File: src/rtl/sm_fixmul_pipe_if.sv
// Operand/result handshake bundle for sm_fixmul_pipe.
// master drives operands and out_ready; slave is the multiplier.
interface sm_fixmul_pipe_if #(
    parameter int W = 16
);
    logic         in_valid;
    logic         in_ready;
    logic [W-1:0] in_a;
    logic [W-1:0] in_b;
    logic         out_valid;
    logic         out_ready;
    logic [W-1:0] out_result;
    logic         out_sat;

    modport master (
        output in_valid, in_a, in_b, out_ready,
        input  in_ready, out_valid, out_result, out_sat
    );

    modport slave (
        input  in_valid, in_a, in_b, out_ready,
        output in_ready, out_valid, out_result, out_sat
    );
endinterface

File: src/rtl/sm_fixmul_pipe.sv
// Saturating sign-magnitude fixed-point multiplier, LATENCY stages, bubble-collapsing valid/ready;
// in_ready drops only when every stage is full and out_ready=0. SM_FIXMUL_ROUND_EN selects round-half-up on the magnitude.
module sm_fixmul_pipe #(
    parameter int W       = 16,
    parameter int FRAC    = 8,
    parameter int LATENCY = 2,
    parameter int CNT_W   = 16
) (
    input  logic             clk,
    input  logic             rst_n,
    sm_fixmul_pipe_if.slave  bus,
    output logic [CNT_W-1:0] sat_count,
    input  logic             sat_clr
);
    localparam int MW = W - 1;
    localparam int PW = 2 * MW;
    localparam logic [CNT_W-1:0] CNT_MAX = '1;

    logic [PW-1:0] prod;
    logic [PW-1:0] prod_adj;
    logic [PW-1:0] mag_full;
    logic [MW-1:0] mag;
    logic          sat_now;
    logic          sign_now;
    logic [W-1:0]  res_new;

`ifdef SM_FIXMUL_ROUND_EN
    localparam logic [PW-1:0] HALF = PW'(1) << (FRAC - 1);
`endif

    // Full arithmetic is done ahead of stage 0; later stages only carry the result.
    always_comb begin
        prod = PW'(bus.in_a[MW-1:0]) * PW'(bus.in_b[MW-1:0]);
`ifdef SM_FIXMUL_ROUND_EN
        prod_adj = prod + HALF;
`else
        prod_adj = prod;
`endif
        mag_full = prod_adj >> FRAC;
        sat_now  = |mag_full[PW-1:MW];
        mag      = sat_now ? '1 : mag_full[MW-1:0];
        sign_now = (bus.in_a[W-1] ^ bus.in_b[W-1]) & (|mag);
        res_new  = {sign_now, mag};
    end

    logic [LATENCY-1:0] vld_q, vld_d;
    logic [LATENCY-1:0] sat_q, sat_d;
    logic [W-1:0]       res_q [LATENCY];
    logic [W-1:0]       res_d [LATENCY];
    logic [LATENCY-1:0] free;
    logic               chain;
    logic [CNT_W-1:0]   cnt_q, cnt_d;

    // A stage can load when it is empty or its content moves on; this ripples back from out_ready.
    always_comb begin
        chain = bus.out_ready;
        free  = '0;
        for (int i = LATENCY - 1; i >= 0; i--) begin
            free[i] = !vld_q[i] || chain;
            chain   = free[i];
        end
    end

    always_comb begin
        vld_d = vld_q;
        sat_d = sat_q;
        for (int i = 0; i < LATENCY; i++) begin
            res_d[i] = res_q[i];
        end
        if (free[0]) begin
            vld_d[0] = bus.in_valid;
            if (bus.in_valid) begin
                res_d[0] = res_new;
                sat_d[0] = sat_now;
            end
        end
        for (int i = 1; i < LATENCY; i++) begin
            if (free[i]) begin
                vld_d[i] = vld_q[i-1];
                if (vld_q[i-1]) begin
                    res_d[i] = res_q[i-1];
                    sat_d[i] = sat_q[i-1];
                end
            end
        end
    end

    always_comb begin
        cnt_d = cnt_q;
        if (sat_clr) begin
            cnt_d = '0;
        end else if (vld_q[LATENCY-1] && bus.out_ready && sat_q[LATENCY-1] && (cnt_q != CNT_MAX)) begin
            cnt_d = cnt_q + 1'b1;
        end
    end

    always_ff @(posedge clk or negedge rst_n) begin
        if (!rst_n) begin
            vld_q <= '0;
            sat_q <= '0;
            cnt_q <= '0;
            for (int i = 0; i < LATENCY; i++) begin
                res_q[i] <= '0;
            end
        end else begin
            vld_q <= vld_d;
            sat_q <= sat_d;
            cnt_q <= cnt_d;
            for (int i = 0; i < LATENCY; i++) begin
                res_q[i] <= res_d[i];
            end
        end
    end

    assign bus.in_ready   = free[0];
    assign bus.out_valid  = vld_q[LATENCY-1];
    assign bus.out_result = res_q[LATENCY-1];
    assign bus.out_sat    = sat_q[LATENCY-1];
    assign sat_count      = cnt_q;
endmodule

File: src/flat_wrapper.sv
// flat-port wrapper written by rule: the top's interface ports become plain ports
module sm_fixmul_pipe_flat 
#(
    parameter int W       = 16,
    parameter int FRAC    = 8,
    parameter int LATENCY = 2,
    parameter int CNT_W   = 16
)
  (clk, rst_n, sat_count, sat_clr, bus_in_valid, bus_in_a, bus_in_b, bus_out_ready, bus_in_ready, bus_out_valid, bus_out_result, bus_out_sat);
  sm_fixmul_pipe_if #(.W(W)) bus_i ();
  input  logic clk;
  input  logic rst_n;
  output logic [CNT_W-1:0] sat_count;
  input  logic sat_clr;
  input wire logic [$bits(bus_i.in_valid)-1:0] bus_in_valid;
  input wire logic [$bits(bus_i.in_a)-1:0] bus_in_a;
  input wire logic [$bits(bus_i.in_b)-1:0] bus_in_b;
  input wire logic [$bits(bus_i.out_ready)-1:0] bus_out_ready;
  output wire logic [$bits(bus_i.in_ready)-1:0] bus_in_ready;
  output wire logic [$bits(bus_i.out_valid)-1:0] bus_out_valid;
  output wire logic [$bits(bus_i.out_result)-1:0] bus_out_result;
  output wire logic [$bits(bus_i.out_sat)-1:0] bus_out_sat;
  assign bus_i.in_valid = bus_in_valid;
  assign bus_i.in_a = bus_in_a;
  assign bus_i.in_b = bus_in_b;
  assign bus_i.out_ready = bus_out_ready;
  assign bus_in_ready = bus_i.in_ready;
  assign bus_out_valid = bus_i.out_valid;
  assign bus_out_result = bus_i.out_result;
  assign bus_out_sat = bus_i.out_sat;
  sm_fixmul_pipe #(.W(W), .FRAC(FRAC), .LATENCY(LATENCY), .CNT_W(CNT_W)) u_core (.clk(clk), .rst_n(rst_n), .bus(bus_i), .sat_count(sat_count), .sat_clr(sat_clr));
endmodule
File: config.mk
export PLATFORM = sky130hd
export DESIGN_NAME = sm_fixmul_pipe_flat
export DESIGN_NICKNAME = d
export VERILOG_FILES = /design/src/rtl/sm_fixmul_pipe_if.sv /design/src/rtl/sm_fixmul_pipe.sv /design/src/flat_wrapper.sv
export SDC_FILE = /design/constraint.sdc
export NUM_CORES = 1
export LEC_CHECK = 0
export BUFFER_PORTS_ARGS = -buffer_cell sky130_fd_sc_hd__buf_2
export CAP_MARGIN = 20
export CELL_PAD_IN_SITES_DETAIL_PLACEMENT = 1
export CELL_PAD_IN_SITES_GLOBAL_PLACEMENT = 1
export CORE_ASPECT_RATIO = 0.9
export CORE_UTILIZATION = 29
export CTS_BUF_LIST = sky130_fd_sc_hd__clkbuf_8 sky130_fd_sc_hd__clkbuf_16
export DETAILED_ROUTE_END_ITERATION = 7
export PLACE_DENSITY = 0.57
export SYNTH_ARGS = -nofsm -noshare
export SYNTH_HDL_FRONTEND = slang
export SYNTH_SLANG_ARGS = --single-unit
File: constraint.sdc
create_clock -name clk -period 3.75 [get_ports clk]
set_input_delay 0.5625 -clock clk [delete_from_list [all_inputs] [get_ports clk]]
set_output_delay 0.5625 -clock clk [all_outputs]
set_load 0.02 [all_outputs]
==> results.md <==
* Status: finished with violations
* Failing checks: setup timing
* Worst EP arrival at 6.50 ns
* Clk buf depth at 2
* TritonCTS Buffers at 5
* RSZ-0062 raised after global routing: yes
* # fillers at 4061
* Worst path bufs/invs at 7
* CTS tree: yes
* Final period util at 168%
* Net Count, Synth at between 1000 and 1500
* Hold Buf Count CTS at 0
* Drt total wl at approximately 28000 µm
* Placer Congestion at slightly below 0.8
* Worst path cell trace: buf_12 -> and2_4 -> fa_1 -> inv_2 -> fa_1 -> inv_2 -> fa_1 -> inv_1 -> fa_1 -> inv_2 -> fa_1 -> inv_1 -> fa_1 -> inv_2 -> ha_4 -> a21o_1 -> a211o_1 -> a2111oi_4 -> and4b_1 -> or3_4 -> a22o_1 -> nor4b_4 -> and4_1 -> nor2_1
* Die Y at approximately 180 µm
* Clk root buf: clkbuf_16
* WS Path Type: input pin to register
* Top-Level Pins at just over 70
* WL/cell at 15.6 µm
* Die Area at around 36000 µm²
* Rel. slew slack at a little over half
* Layout cells sized above 1 at about a quarter
* Drt via density at ~4.5
* DR vias at about 8000
* Antenna diodes at 0
* CP Max Fanout at 6
* Drt initial violations at 217
* Clock Skews at roughly 0.006 ns
* Total number of yosys warnings at 0
* Tightest Pin Transition at slightly above 0.7 ns
* Yosys reg bits at between 50 and 60
* Die width at ~200 µm
* HPWL Detailed at 24200 µm
* Vias in the first global route at approximately 8900
* Syn Inst Count at between 1000 and 1500
* FP Rows at 64
* HP Class: input pin to async pin
* # port buffers at a little over 70
* Largest net degree at the start of global routing at 32
* CTS HTree Levels at 2
* Clock Sinks at 52
* Core ar. at about 34000 µm²
* Synth-to-Final Area Change at 25.4%
* Final Setup Violations at 17
* Clk pin slew, worst setup/hold paths at about 0.08 ns
* Cell mode on critical path: fa_1
* NumNets Final at 1596
* Final worst path period need at approximately 6.3 ns
* Clock latency at the later pin of the worst-skew pair at a little under 0.3 ns
* CP top delay family: adder cells
* Antenna violations before repair at 0
* Critical Path End Type: register
* Total grt overflow at 0
* Slowest-stage cell, CP: fa_1
* Number of flops mapped to enable cells by yosys at 0
* Worst path max stage delay at between 0.5 and 0.6 ns
* Worst setup SP type: input pin
* First-pass GRT wire length at around 47000 µm
* Slew Viols, Final at 0
* # Max-Cap Violations at 0
* Final Hold Vio Count at 0
* Syn Area/Cell at around 9.1 µm²
* Top_reg_cell synth: dfrtp_1
* Seq/Total Area, Yosys at between 10% and 20%
* DR pass1 iterations at 4
* GRT Total Usage at 16.5%
* Post-synthesis async set-or-reset flop share at 100%
* Worst slack, placed at -3.13 ns
* Post-synth design cell area at approximately 10000 µm²
* Setup ws final at -2.57 ns
* Worst Path Required at about 4 ns
* DRT antenna net count at 0
* Number of library cell types mapped by synthesis at 53
* Residual DRC at 0
* Initial core utilization at between 20 and 30%
* Fmax at 0.158 GHz
[cell families (layout without fill, tap and decap cells)]
| group | after synthesis | after routing | synth area share, % |
|---|---|---|---|
| and+or+nand+nor | 357 | 357 | 18.8 |
| AOI/OAI and AO/OA | 128 | 128 | 8.66 |
| xor gates and xnor gates | 29 | 29 | 2.52 |
| DFF | 52 | 52 | 12.9 |
| adders and majority gates | 258 | 258 | 44.4 |
| muxes | 21 | 21 | 2.31 |
| buffers and inverters | 260 | 457 | 10.4 |
[worst paths after layout]
check | from | end | slack, ns | depth (start not counted)
min in group clk | bus_in_valid | u_core.vld_q[0] | 0.49 | 2
worst min-delay path | rst_n | u_core.bus.out_result[13] | 0.32 | 1
max in group asynchronous | rst_n | u_core.res_q[20] | 2.67 | 2
worst max-delay path | bus_in_a[7] | u_core.res_q[31] | -2.57 | 24
worst max register to register | u_core.sat_count[7] | u_core.sat_count[11] | 1.28 | 8
worst min register to register | u_core.vld_q[0] | u_core.vld_q[1] | 0.50 | 1
[layout make-up]
| cell class | instances | area [µm²] | share of cell area (%) |
|---|---|---|---|
| Sequential cell | 52 | 1300 | 10.3 |
| Timing Repair Buffer | 248 | 1840 | 14.6 |
| Multi-Input combinational cell | 793 | 8010 | 63.4 |
| Clock inverter | 3 | 28.8 | 0.228 |
| Tap cell | 462 | 578 | 4.57 |
| Clock buffer | 5 | 125 | 0.990 |
| Inverter | 201 | 754 | 5.97 |
[sequential cells by signal, indices dropped and copies added (netlist names)]
signal / flops
u_core.vld_q: 2
u_core.sat_count: 16
u_core.bus.out_result: 16
u_core.sat_q: 2
u_core.res_q: 16
[per-layer routing]
| layer | GRT usage, % | vias up | share of wire [%] |
|---|---|---|---|
| met5 | 0 | - | 0 |
| li1 | - | 3829 | - |
| met3 | 1.60 | 15 | 3.1 |
| met2 | 28.2 | 69 | 48 |
| met1 | 23.4 | 4066 | 48 |
| met4 | 1.57 | 0 | 0.58 |
[metrics by stage]
| step | hold slack (ns) | setup TNS [ns] | instances | utilization [%] | instance area (µm²) |
|---|---|---|---|---|---|
| 2_1_floorplan | 0.267 | -45.10 | 1105 | - | 10200 |
| 3_3_place_gp | 0.467 | -50.85 | 1750 | 35.3 | 12100 |
| 3_5_place_dp | 0.490 | -52.65 | 1750 | 35.3 | 12100 |
| 4_1_cts | 0.336 | -44.56 | 1760 | 36.4 | 12400 |
| 5_1_grt | 0.372 | -46.15 | 1764 | 37.1 | 12600 |
| 6_report | 0.316 | -42.70 | 1764 | 37.1 | 12600 |
[what timing repair did]
action                                  in CTS  in global routing
gates resized for setup                     46                 64
endpoints found under the hold margin        0                  0
cloned                                       1                  1
buffers inserted                             1                  3
endpoints found under the setup margin      17                 17
pin swaps                                   25                 26
[synth_stat cells, drive strengths merged (2+ instances only)]
master / number / share of area, %
nor2b: 3 / 0.19
a21boi: 3 / 0.22
xor2: 12 / 1.0
and2: 156 / 9.7
a22o: 2 / 0.17
o21a: 6 / 0.45
o31ai: 3 / 0.22
nor2: 35 / 1.3
fa: 166 / 33
clkbuf: 40 / 1.5
nand4: 7 / 0.43
nor3: 6 / 0.30
o21bai: 5 / 0.37
a221o: 2 / 0.20
nand3: 13 / 0.65
inv: 201 / 7.5
a221oi: 3 / 0.26
a2111oi: 2 / 0.36
mux2i: 3 / 0.30
a211oi: 7 / 0.62
nor3b: 2 / 0.15
a21o: 8 / 0.60
and3: 3 / 0.19
and4b: 2 / 0.20
xnor2: 17 / 1.5
or3: 11 / 0.68
ha: 92 / 11
a31oi: 4 / 0.25
o211ai: 2 / 0.15
dfrtp: 52 / 13
buf: 19 / 1.5
a21oi: 36 / 1.8
and4: 4 / 0.35
nand2b: 5 / 0.31
mux2: 18 / 2.0
o22a: 13 / 1.1
o21ai: 26 / 1.3
nand3b: 2 / 0.15
nand2: 105 / 3.9
[placed cells by master (no fill, tap or decap), types with 6 or more instances in the layout]
cell type and instances:
or3_1 10, o22a_1 13, nand3_1 13, buf_2 52, ha_1 84, nand4_1 7
xnor2_1 16, nand2_1 103, dfrtp_1 52, inv_1 192, buf_4 174, nor2_1 34
ha_4 7, mux2_2 18, fa_1 163, xor2_1 12, o21ai_0 21, a21oi_1 26
inv_2 9, buf_6 12, a21oi_2 8, and2_1 143, a21o_1 8, and2_4 12
clkbuf_16 6
[worst reg2reg max path, stage by stage, from the launching register on]
cell	delay (ns)
dfrtp_1	0.43
and4_1	0.28
nand4_1	0.15
nor2_1	0.08
nand2_1	0.09
o2111a_1	0.47
nand3b_1	0.35
or3_1	0.41
a21oi_1	0.15
Power is not shown: default switching activity piles up to over one toggle a cycle in this logic, so the estimate is an artifact.
